[config.mk]
export PLATFORM = sky130hd
export DESIGN_NAME = title_banner_ctrl
export DESIGN_NICKNAME = d
export VERILOG_FILES = /design/src/rtl/title_banner_ctrl_pkg.sv /design/src/rtl/title_banner_ctrl_frame_counter.sv /design/src/rtl/title_banner_ctrl.sv
export SDC_FILE = /design/constraint.sdc
export NUM_CORES = 1
export LEC_CHECK = 0
export BUFFER_PORTS_ARGS = -buffer_cell sky130_fd_sc_hd__buf_2
export CORE_ASPECT_RATIO = 1.1
export CORE_MARGIN = 2
export CORE_UTILIZATION = 54
export CTS_CLUSTER_SIZE = 28
export DETAILED_ROUTE_END_ITERATION = 8
export PLACE_DENSITY = 0.78
export SYNTH_ARGS = -nofsm -noshare
export SYNTH_HDL_FRONTEND = slang
export SYNTH_SLANG_ARGS = --single-unit
[constraint.sdc]
create_clock -name clock -period 2.7 [get_ports clock]
set_input_delay 0.135 -clock clock [delete_from_list [all_inputs] [get_ports clock]]
set_output_delay 0.135 -clock clock [all_outputs]
set_load 0.05 [all_outputs]
[src/rtl/title_banner_ctrl_pkg.sv]
// Shared state encodings and default geometry for the title banner controller.
package title_banner_ctrl_pkg;

    typedef enum logic [1:0] {
        ST_IDLE  = 2'd0,
        ST_SLIDE = 2'd1,
        ST_BLINK = 2'd2,
        ST_HOLD  = 2'd3
    } banner_state_e;

    localparam int unsigned SCREEN_W   = 640;
    localparam int unsigned GLYPH_UNIT = 32;

    // True when the next slide step would reach or pass the resting position.
    function automatic logic slide_arrives(input logic [31:0] x,
                                           input logic [31:0] x_final,
                                           input logic [31:0] step);
        return (x - x_final) <= step;
    endfunction

endpackage

[src/rtl/title_banner_ctrl_frame_counter.sv]
// Clear/enable counter that pulses tc on the enable that reaches limit, then wraps to zero.
module title_banner_ctrl_frame_counter (
    input  logic        clock,
    input  logic        reset,
    input  logic        clr,
    input  logic        en,
    input  logic [31:0] limit,
    output logic        tc
);

    logic [31:0] cnt_q;
    logic [31:0] cnt_d;

    always_comb begin
        tc    = en && !clr && (cnt_q == (limit - 32'd1));
        cnt_d = cnt_q;
        if (clr || tc) begin
            cnt_d = '0;
        end else if (en) begin
            cnt_d = cnt_q + 32'd1;
        end
    end

    always_ff @(posedge clock) begin
        if (!reset) begin
            cnt_q <= '0;
        end else begin
            cnt_q <= cnt_d;
        end
    end

endmodule

[src/rtl/title_banner_ctrl.sv]
// Frame-locked position/visibility sequencer for the title banner: slide in, blink, hold, report done.
// Handshake: start/skip/frame_tick are single-cycle qualifiers sampled at posedge; done is a one-cycle pulse.
module title_banner_ctrl
    import title_banner_ctrl_pkg::*;
#(
    parameter int unsigned X_START       = SCREEN_W,
    parameter int unsigned X_FINAL       = 5 * GLYPH_UNIT,
    parameter int unsigned Y_POS         = 64,
    parameter int unsigned STEP          = GLYPH_UNIT,
    parameter int unsigned BLINK_FRAMES  = 4,
    parameter int unsigned BLINK_TOGGLES = 4,
    parameter int unsigned HOLD_FRAMES   = 8
) (
    input  logic        clock,
    input  logic        reset,
    input  logic        frame_tick,
    input  logic        start,
    input  logic        skip,
    output logic [31:0] banner_x,
    output logic [31:0] banner_y,
    output logic        visible,
    output logic        busy,
    output logic        done,
    output logic [1:0]  state_dbg
);

    localparam logic [31:0] X_START_C = 32'(X_START);
    localparam logic [31:0] X_FINAL_C = 32'(X_FINAL);
    localparam logic [31:0] STEP_C    = 32'(STEP);
    localparam logic [31:0] BFR_C     = 32'(BLINK_FRAMES);
    localparam logic [31:0] BTG_C     = 32'(BLINK_TOGGLES);
    localparam logic [31:0] HFR_C     = 32'(HOLD_FRAMES);

    banner_state_e state_q, state_d;
    logic [31:0]   x_q, x_d;
    logic [31:0]   tcnt_q, tcnt_d;
    logic          vis_q, vis_d;
    logic          busy_q, busy_d;
    logic          done_q, done_d;

    logic          counting;
    logic          fc_clr;
    logic          fc_en;
    logic [31:0]   fc_limit;
    logic          fc_tc;

    // The frame counter only runs in BLINK/HOLD; a skip wins over the tick and wipes it.
    assign counting = (state_q == ST_BLINK) || (state_q == ST_HOLD);
    assign fc_en    = counting && frame_tick && !skip;
    assign fc_clr   = !counting || skip;
    assign fc_limit = (state_q == ST_BLINK) ? BFR_C : HFR_C;

    title_banner_ctrl_frame_counter u_fcnt (
        .clock (clock),
        .reset (reset),
        .clr   (fc_clr),
        .en    (fc_en),
        .limit (fc_limit),
        .tc    (fc_tc)
    );

    always_comb begin
        state_d = state_q;
        x_d     = x_q;
        tcnt_d  = tcnt_q;
        vis_d   = vis_q;
        busy_d  = busy_q;
        done_d  = 1'b0;

        case (state_q)
            ST_IDLE: begin
                if (start) begin
                    state_d = ST_SLIDE;
                    x_d     = X_START_C;
                    tcnt_d  = '0;
                    vis_d   = 1'b1;
                    busy_d  = 1'b1;
                end
            end
            ST_SLIDE: begin
                if (!skip && frame_tick) begin
                    if (slide_arrives(x_q, X_FINAL_C, STEP_C)) begin
                        x_d     = X_FINAL_C;
                        tcnt_d  = '0;
                        state_d = (BLINK_TOGGLES == 0) ? ST_HOLD : ST_BLINK;
                    end else begin
                        x_d = x_q - STEP_C;
                    end
                end
            end
            ST_BLINK: begin
                if (!skip && fc_tc) begin
                    vis_d  = !vis_q;
                    tcnt_d = tcnt_q + 32'd1;
                    if ((tcnt_q + 32'd1) == BTG_C) begin
                        state_d = ST_HOLD;
                        tcnt_d  = '0;
                    end
                end
            end
            ST_HOLD: begin
                if (!skip && fc_tc) begin
                    state_d = ST_IDLE;
                    x_d     = X_START_C;
                    vis_d   = 1'b0;
                    busy_d  = 1'b0;
                    done_d  = 1'b1;
                end
            end
            default: begin
                state_d = ST_IDLE;
            end
        endcase

        if (skip && (state_q != ST_IDLE)) begin
            state_d = ST_IDLE;
            x_d     = X_START_C;
            tcnt_d  = '0;
            vis_d   = 1'b0;
            busy_d  = 1'b0;
            done_d  = 1'b1;
        end
    end

    always_ff @(posedge clock) begin
        if (!reset) begin
            state_q <= ST_IDLE;
            x_q     <= X_START_C;
            tcnt_q  <= '0;
            vis_q   <= 1'b0;
            busy_q  <= 1'b0;
            done_q  <= 1'b0;
        end else begin
            state_q <= state_d;
            x_q     <= x_d;
            tcnt_q  <= tcnt_d;
            vis_q   <= vis_d;
            busy_q  <= busy_d;
            done_q  <= done_d;
        end
    end

    assign banner_x  = x_q;
    assign banner_y  = 32'(Y_POS);
    assign visible   = vis_q;
    assign busy      = busy_q;
    assign done      = done_q;
    assign state_dbg = state_q;

endmodule
==> Word level (Yosys, flattened, before mapping) <==
Index checks and enable logic that the tools add are counted.
{ "totals": {"register_bits": 101, "inputBits": 5, "output_inout_bits": 69} }
{ "op_classes": {"n_addsub": 5, "n_lt_le_gt_ge": 1, "n_eq_ne": 11, "muxes": 27, "n_bitwise": 1, "reduce_logical": 27} }
{ "ops": {"columns": ["op", "n"], "rows": [
  ["$mux 32", 9],
  ["$pmux 32 s3", 2],
  ["$add 32x1->32 const B", 2],
  ["$eq 32x3->1 const B", 1],
  ["$eq 32x32->1", 1],
  ["$le 32x6->1 const B", 1],
  ["$sub 32x6->32 const B", 1],
  ["$sub 32x8->32 const B", 1],
  ["$mux 2", 6],
  ["$reduce_bool 3->1", 3],
  ["$pmux 2 s4", 1],
  ["$reduce_and 4->1", 2],
  ["$logic_and 1x1->1", 7],
  ["$mux 1", 6],
  ["$ne 2x1->1 const B", 3],
  ["$ne 2x2->1 const B", 3],
  ["$reduce_and 6->1", 1],
  ["$reduce_and 5->1", 1],
  ["$sub 4x1->5 const B", 1],
  ["$eq 2x2->1 const B", 2],
  ["$logic_not 1->1", 4],
  ["$mux 4", 1],
  ["$reduce_bool 2->1", 2],
  ["$reduce_or 2->1", 2],
  ["7 further kinds", 9]
]} }

==> Longest topological paths before layout <==
Gate-level depths: netlist of run 1.
{ "depth": {"ltp_word": 11, "mapped_depth": 12} }

==> Hierarchy <==
Synthesis of run 1 repeated with hierarchy kept, for this count alone.
{ "hier_totals": {"hier_cells": 1011, "hier_area_um2": 7479.7} }
{ "modules_own_cells": {"columns": ["mod", "n_inst", "cells_each", "area_each_um2", "seq_area_each_um2"], "rows": [
  ["title_banner_ctrl", 1, 620, 4534.3, 1281.2],
  ["title_banner_ctrl_frame_counter", 1, 391, 2945.3, 640.6]
]} }

==> Least setup slack after synthesis of run 1 <==
OpenSTA, ideal clock, no wires.
{ "synth_timing": {"path_kind": "register to register", "start": "register x_q[5] (netlist: banner_x[5])", "end": "register tcnt_q[24]", "arrival_time_ns": 3.155, "required_ns": 2.604, "path_slack_ns": -0.551, "path_stages_with_launch": 11, "path_buffers": 1, "synth_period_minus_slack_ns": 3.251, "cell_sequence": "dfxtp_1 > inv_1 > ha_1 > nand2b_1 > o32a_1 > or4_1 > nor4_4 > o211a_1 > buf_4 > nand2_1 > o41ai_2"} }
{ "synth_via": {"elab_chain_cells": 4} }
{ "synth_lines": {"columns": ["item", "line_no", "source"], "rows": [
  ["start, declared", "title_banner_ctrl.sv:35", "logic [31:0] x_q, x_d;"],
  ["start signal, assigned", "title_banner_ctrl.sv:128", "x_q <= X_START_C;"],
  ["start signal, assigned", "title_banner_ctrl.sv:135", "x_q <= x_d;"],
  ["$sub 32x8->32", "title_banner_ctrl_pkg.sv:18", "return (x - x_final) <= step;"],
  ["$le 32x6->1", "title_banner_ctrl_pkg.sv:18", null],
  ["$ne 2x2->1 (no line)", null, null],
  ["$reduce_and 5->1 (no line)", null, null],
  ["end signal, assigned", "title_banner_ctrl.sv:136", "tcnt_q <= tcnt_d;"],
  ["end, declared", "title_banner_ctrl.sv:36", "logic [31:0] tcnt_q, tcnt_d;"]
]} }
Every way passes these cells.
A chain may end at the register's enable or synchronous reset.

==> Worst setup path after layout of run 1 <==
{ "layout_timing": {"start": "register x_q[5] (netlist: banner_x[5])", "end": "register tcnt_q[6]"} }
The elaborated chain is that of the path after synthesis.

==> summary.md, run 1 <==
| Metric | Value |
|---|---|
| Crit path DAT | ~3.4 ns |
| Unrepaired setup endpoints after global routing | yes |
| Die area | 12880 um2 |
| Highest clock rate | around 0.32 GHz |
| Syn Std Cell Area | 6474 um2 |
| Status | finished, violations left |
| Fraction of registers with async set/reset | 0 |
| CP startpoint kind | flop |
| All-Layer GR Usage | 0.3188 |
| Synth Flop Type | dfxtp_1 |
| Clock Root Buffer | clkbuf_16 |
| Final WL | 22030 um |
| Worst VDD drop | ~0.40 mV |
| Initial Util | 0.5584 |
| # DRC | 0 |
| Hold Buf Count CTS | 0 |
| Data required, critical path | 3.01 ns |
| Grt ovf | 0 |
| Sinks on the clock net | 96 |
| Non-Filler Instances | 1182 |
| Least-Margin Pin Slew | approximately 0.55 ns |
| Via/cell ratio | 6.261 |
| Ant diodes | 0 |
| Fin Clk Skew | between 0.01 and 0.015 ns |
| Number of port buffers | 36 |
| Hold Crit Class | primary input to flop |
| Worst path max stage delay | 0.50 ns |
| Die Wd | ~110 um |
| Post-synth EDFFs | 0 |
| Setup TNS Final | -16.84 ns |
| Setup crit end kind | flop |
| Post-layout minimum cycle time | slightly above 3 ns |
| CP max-delay cell | or4_4 |
| Worst-path clk slew | 0.07 ns |
| Core area | 11590 um2 |
| Clock H-tree levels | 3 |
| CTS buffer count | 9 |
| Final setup vio count | 57 |
| Final HPWL DP | between 15000 and 20000 um |
| Initial antenna violation count | 0 |
| Longest Clk Path Bufs | 2 |
| Initial DRC count | roughly 700 |
| Static Leak | 0.003625 uW |
| Register area share after synthesis | 0.2969 |
| Vias in the first global route | 6878 |
| Peak fanout along the critical path | 7 |
| Pwr dens | slightly above 500 nW/um2 |
| Placer congestion estimate | 0.9717 |
| Syn Area/Cell | 7.953 um2 |
| Failing checks | setup timing |
| Crit path buf inv count | 4 |
| Chip height | 118.8 um |
| Max-slew headroom | 0.6272 |
| Synth unique cells | 84 |
| Largest net degree at the start of global routing | 26 |
| DR pass1 iterations | 7 |
| CTS tree | built |
| # Max-Cap Violations | 0 |
| Tcrit/Tclk final | 1.140 |
| Nets | 1040 |
| Mapped Cells | 814 |
| First-pass GRT wire length | between 30000 and 40000 um |
| DR vias | 7400 |
| Wire per inst | 18.64 um |
| FF+latch count, synth | 96 |
| Core Rows | 41 |
| Cell mode on critical path | buf_6 |
| Fill cells | around 740 |
| Ys Warns | 0 |
| Final Max Tran Viols | 0 |
| Placed Instances | between 1000 and 1500 |
| Hold Fails Final Rpt | 0 |
| Final worst slack | -0.3790 ns |
| Share of cells above drive strength 1 | 0.3857 |
| Clk Latency, worst-skew pair | 0.37 ns |
| CP top delay family | simple AND/OR/NAND/NOR gates |
| DRT antenna net count | 0 |
| Crit-path cells | inv_4 > ha_4 > nor4bb_4 > a22oi_2 > a2bb2oi_2 > or4_4 > nor4_4 > buf_4 > o211ai_4 > nor3_4 > buf_6 > buf_6 > a22o_1 |
| Area growth syn-to-layout | 39.06% |
| # IOs | 74 |
| Setup CP Type | flop to flop |
==> sequential cells by signal, indices dropped and copies added, names as in the netlist <==
register,flops
tcnt_q,32
u_fcnt.cnt_q,32
banner_x,27
state_dbg,2
busy,1
done,1
visible,1
==> synth_stat cells (all sizes together), types with 17 or more instances <==
cell	n	area, um2
o21ai	25	128.9
clkbuf	17	65.06
and3	17	106.4
nor3	30	171.4
nand2	66	247.7
nor4	27	220.2
inv	30	112.6
buf	59	424.2
nand4	36	240.2
xnor2	35	306.5
nand3	42	225.2
dfxtp	96	1922
nor2	108	405.4
xor2	25	219.0
==> cells in the final DEF (no fill, tap or decap), types with 6 or more instances in the layout <==
cell type	synthesis	layout
buf_4	43	188
nor2_1	108	86
dfxtp_1	96	72
nand2_1	66	65
conb_1	2	37
buf_2	12	36
nand3_1	39	35
nand4_1	35	35
xnor2_1	35	35
inv_1	29	27
xor2_1	25	25
nor3_1	27	25
nor2_2	0	20
o21ai_0	20	17
nor4_1	23	15
and3_1	17	15
dfxtp_2	0	13
clkbuf_16	0	12
buf_6	2	12
a21oi_1	13	11
dfxtp_4	0	11
or4_4	4	9
or3_1	10	9
and4_1	8	8
nor4_2	1	7
o211ai_1	7	7
a21o_1	7	7
o31ai_1	10	7
or2_2	7	6
or4_1	11	6
and2_1	6	6
o41ai_2	5	6
==> metal layers <==
layer  GRT usage  up-vias  part of all wire
met4      0.1506        0             0.049
met1      0.3869     3569              0.38
li1            -     3328                 -
met5           0        -                 0
met2      0.5468      391              0.49
met3     0.04871      112             0.076
==> final timing paths <==
path,startpoint,to,slack [ns],cells after the start
setup / recovery,banner_x[5]$_SDFFE_PP0P_,tcnt_q[6]$_SDFFE_PP0P_,-0.38,13
setup reg to reg,banner_x[5]$_SDFFE_PP0P_,tcnt_q[6]$_SDFFE_PP0P_,-0.38,13
hold reg to reg,banner_x[5]$_SDFFE_PP0P_,banner_x[5]$_SDFFE_PP0P_,0.51,2
hold / removal,reset,done$_SDFF_PN0_,0.08,2
==> where the power goes <==
group / switching, uW / leakage, uW / internal (uW)
clock network: 626 / 0.000146 / 695
logic: 1070 / 0.00269 / 659
registers: 30.1 / 0.000788 / 1450
total: 1720 / 0.00363 / 2800
==> through the flow <==
stage          hold slack [ns]  setup WS, ns    util  cell area, um2  total power (uW)
3_5_place_dp            0.4337       -0.3402  0.6959            8068              2778
6_report               0.08038       -0.3790  0.7765            9002              4525
2_1_floorplan           0.2567       -0.2444       -            6768              2465
5_1_grt                0.08410       -0.4684  0.7765            9002              4651
4_1_cts                0.05806       -0.3103  0.7393            8571              4210
3_3_place_gp            0.4419       -0.2428  0.6959            8068              2737
==> cell type report <==
class	count	area (um2)	share of cell area
multi-input cells	648	4566	0.5072
flip-flops and latches	96	1979	0.2199
repair buffers	242	1857	0.2063
clock buffers	11	254.0	0.02821
well taps	150	187.7	0.02085
inverters	30	115.1	0.01279
clock inverters	5	43.79	0.004864
==> what timing repair did <==
action,in CTS,in global routing
resized for setup,25,77
pin swaps,18,25
setup endpoints to repair,57,66
buffers inserted,12,9
cloned,1,2
==> cells by family after synthesis <==
family,synth area share
AND/OR/NAND/NOR,0.3326
AO/OA/AOI/OAI,0.1720
XOR/XNOR,0.08117
multiplexers,0.007731
adder cells (fa/ha/maj),0.01546
buffers and inverters,0.09296
other,0.001160
flip-flops,0.2969
Note: power is estimated with default switching activity, not from simulation.
==> inputs of run 2 (changes only) <==
BUFFER_PORTS_ARGS = not set   (was -buffer_cell sky130_fd_sc_hd__buf_2)
CORE_ASPECT_RATIO = 1.2   (was 1.1)
CORE_UTILIZATION = 55   (was 54)
DONT_BUFFER_PORTS = 1   (was not set)
PLACE_DENSITY = 0.73   (was 0.78)
==> run 2 against run 1 <==
  * Register-to-register slack worse by 0.02 ns
  * Sequential power up 4%
  * The flow still finishes with violations (setup timing)
  * Final area down 1.1%
  * Count of clock-buffer cells in the layout unchanged
  * Routed wire length down 4.4%
  * Die area down 1.7%
  * Critical path depth unchanged
  * Final cell count down 0.76%
  * Clock power down 5%
==> summary.md, run 2 (synthesis results as in run 1) <==
| Metric | Value |
|---|---|
| # DRC | 0 (unchanged) |
| WHS Endpoint | busy$_SDFFE_PP0P_ |
| Wire per inst | 17.96 um (-3.7%) |
| CP startpoint kind | flop |
| CP startpoint | banner_x[5]$_SDFFE_PP0P_ |
| Highest clock rate | 0.3231 GHz (-0.53%) |
| Peak fanout along the critical path | 7 (unchanged) |
| Final Max Tran Viols | 0 (unchanged) |
| Area growth syn-to-layout | 37.48% |
| Worst VDD drop | 0.4682 mV (+17%) |
| Final setup vio count | 57 (unchanged) |
| Die Wd | 103.0 um (-4.9%) |
| # IOs | 74 (unchanged) |
| Longest Clk Path Bufs | 2 (unchanged) |
| Placer congestion estimate | 1.006 (+3.6%) |
| Crit path DAT | 3.31 ns (-0.08 ns) |
| Nets | 1024 (-1.5%) |
| Worst reg2reg endpoint | tcnt_q[24]$_SDFFE_PP0P_ |
| Status | finished, violations left |
| DR vias | 6985 (-5.6%) |
| Initial Util | 0.5623 (+0.003884) |
| Worst Hold Path Cells | 3 (+1) |
| Max-slew headroom | 0.6188 (-0.008379) |
| # Max-Cap Violations | 0 (unchanged) |
| CTS buffer count | 9 (unchanged) |
| Fill cells | 822 (+11%) |
| R2r setup slk | -0.40 ns (-0.02 ns) |
| Final worst slack | -0.3952 ns (-0.01626 ns) |
| First-pass GRT wire length | 32750 um (about the same) |
| Final HPWL DP | 14980 um (-0.12%) |
| Clock Root Buffer | clkbuf_16 |
| Reg area | 1979 um2 (unchanged) |
| Initial antenna violation count | 0 (unchanged) |
| Vias in the first global route | 6838 (-0.58%) |
| DRT antenna net count | 0 (unchanged) |
| Failing checks | setup timing |
| Core Rows | 43 (+4.9%) |
| Hold Fails Final Rpt | 0 (unchanged) |
| Hold Crit Class | primary input to flop |
| Reg2Reg Depth | 13 (unchanged) |
| Post-layout minimum cycle time | 3.095 ns (+0.01626 ns) |
| Setup CP Type | flop to flop |
| Multi-input gate area | 4542 um2 (-0.52%) |
| Unrepaired setup endpoints after global routing | yes |
| Tcrit/Tclk final | 1.146 (+0.006024) |
| Most common cell after layout, fill and taps aside | buf_4 |
| Core area | 11510 um2 (-0.69%) |
| Fin Clk Skew | 0.01151 ns (-0.00009210 ns) |
| Chip height | 122.8 um (+3.4%) |
| Worst-path clk slew | 0.07 ns (about the same) |
| All-Layer GR Usage | 0.3294 (+0.01065) |
| Clock H-tree levels | 3 (unchanged) |
| Sinks on the clock net | 96 (unchanged) |
| Die area | 12660 um2 (-1.7%) |
| Via/cell ratio | 5.955 (-4.9%) |
| Initial DRC count | 460 (-34%) |
| HP Start | start |
| Dpl ws | -0.3314 ns (+0.008835 ns) |
| Most frequent cells in the layout | buf_4, nor2_1, dfxtp_1 |
| Setup crit end kind | flop |
| Data required, critical path | 2.92 ns (-0.09 ns) |
| Ant diodes | 0 (unchanged) |
| Pwr dens | 501.7 nW/um2 (-0.18%) |
| Static Leak | 0.003465 uW (-4.4%) |
| Number of port buffers | 0 (-100%) |
| Least-Margin Pin Slew | 0.5710 ns (+0.01690 ns) |
| Share of cells above drive strength 1 | 0.3691 (-0.01656) |
| Hold WS | 0.06998 ns (-0.01040 ns) |
| CTS tree | built |
| DR pass1 iterations | 5 (-2) |
| Largest net degree at the start of global routing | 33 (+27%) |
| Fin util | 0.7730 (-0.003511) |
| Final WL | 21060 um (-4.4%) |
| RR Startpoint | banner_x[5]$_SDFFE_PP0P_ |
| Clk Latency, worst-skew pair | 0.35 ns (-0.02 ns) |
| Grt ovf | 0 (unchanged) |
==> run 2: cell types whose count changed in the layout (fill, tap and decap cells not counted), moves of 3 or more <==
cell	change
nor2_4	+5
buf_4	+21
o21ai_1	+3
nor2_2	-4
nor4_2	-3
clkbuf_16	-3
nor4_1	+3
buf_2	-36
==> run 2: power by group <==
part           internal [uW]  switching [uW]  leakage (uW)
clock                    660             589      0.000140
sequential              1450            92.4      0.000788
combinational            675            1000       0.00254
==> run 2: worst max-delay path by stage <==
stage	slack (ns)	cells past startpoint	to
floorplan	-0.24	10	tcnt_q[21]$_SDFFE_PP0P_
global placement	-0.22	10	tcnt_q[21]$_SDFFE_PP0P_
global route	-0.49	13	tcnt_q[27]$_SDFFE_PP0P_
finish	-0.40	13	tcnt_q[24]$_SDFFE_PP0P_
CTS	-0.28	9	tcnt_q[26]$_SDFFE_PP0P_
detailed placement	-0.33	10	tcnt_q[9]$_SDFFE_PP0P_
==> run 2: per-stage QoR <==
stage               std cells  cell area [um2]  setup TNS (ns)  total power [uW]
floorplan                 849             6768          -8.676              2465
global placement         1137             8021          -9.081              2780
detailed placement       1137             8021          -12.53              2814
CTS                      1166             8677          -12.52              4324
global route             1173             8900          -21.76              4608
finish                   1173             8900          -16.89              4465
==> run 2: per-layer routing <==
metal | track usage | vias to the layer above | share of wire
li1 | - | 3298 | -
met1 | 0.3911 | 3340 | 0.39
met2 | 0.5763 | 277 | 0.51
met3 | 0.05296 | 70 | 0.061
met4 | 0.1488 | 0 | 0.038
met5 | 0 | - | 0
==> run 2: final cells by class <==
type | count | area share
Clock inverter | 5 | 0.004499
Tap cell | 157 | 0.02207
Timing Repair Buffer | 226 | 0.2005
Clock buffer | 11 | 0.02727
Inverter | 30 | 0.01293
Multi-Input combinational cell | 648 | 0.5103
Sequential cell | 96 | 0.2224
==> run 2: worst max-delay path, stage by stage (launching register included) <==
cell and delay (ns):
dfxtp_4 0.36, buf_4 0.14, o21ai_2 0.14, buf_4 0.16, nand3_1 0.12, a21o_1 0.24, or4_4 0.55, nor4_4 0.34
buf_4 0.18, o211ai_4 0.11, buf_6 0.18, buf_12 0.13, o211ai_1 0.20, o41ai_2 0.11
==> run 2: what timing repair did <==
item,in CTS,in global routing
hold buffers,1,0
endpoints found under the hold margin,1,0
setup endpoints to repair,58,66
pin swaps,19,18
gates resized for setup,59,49
gates cloned,3,0
setup buffers,10,9
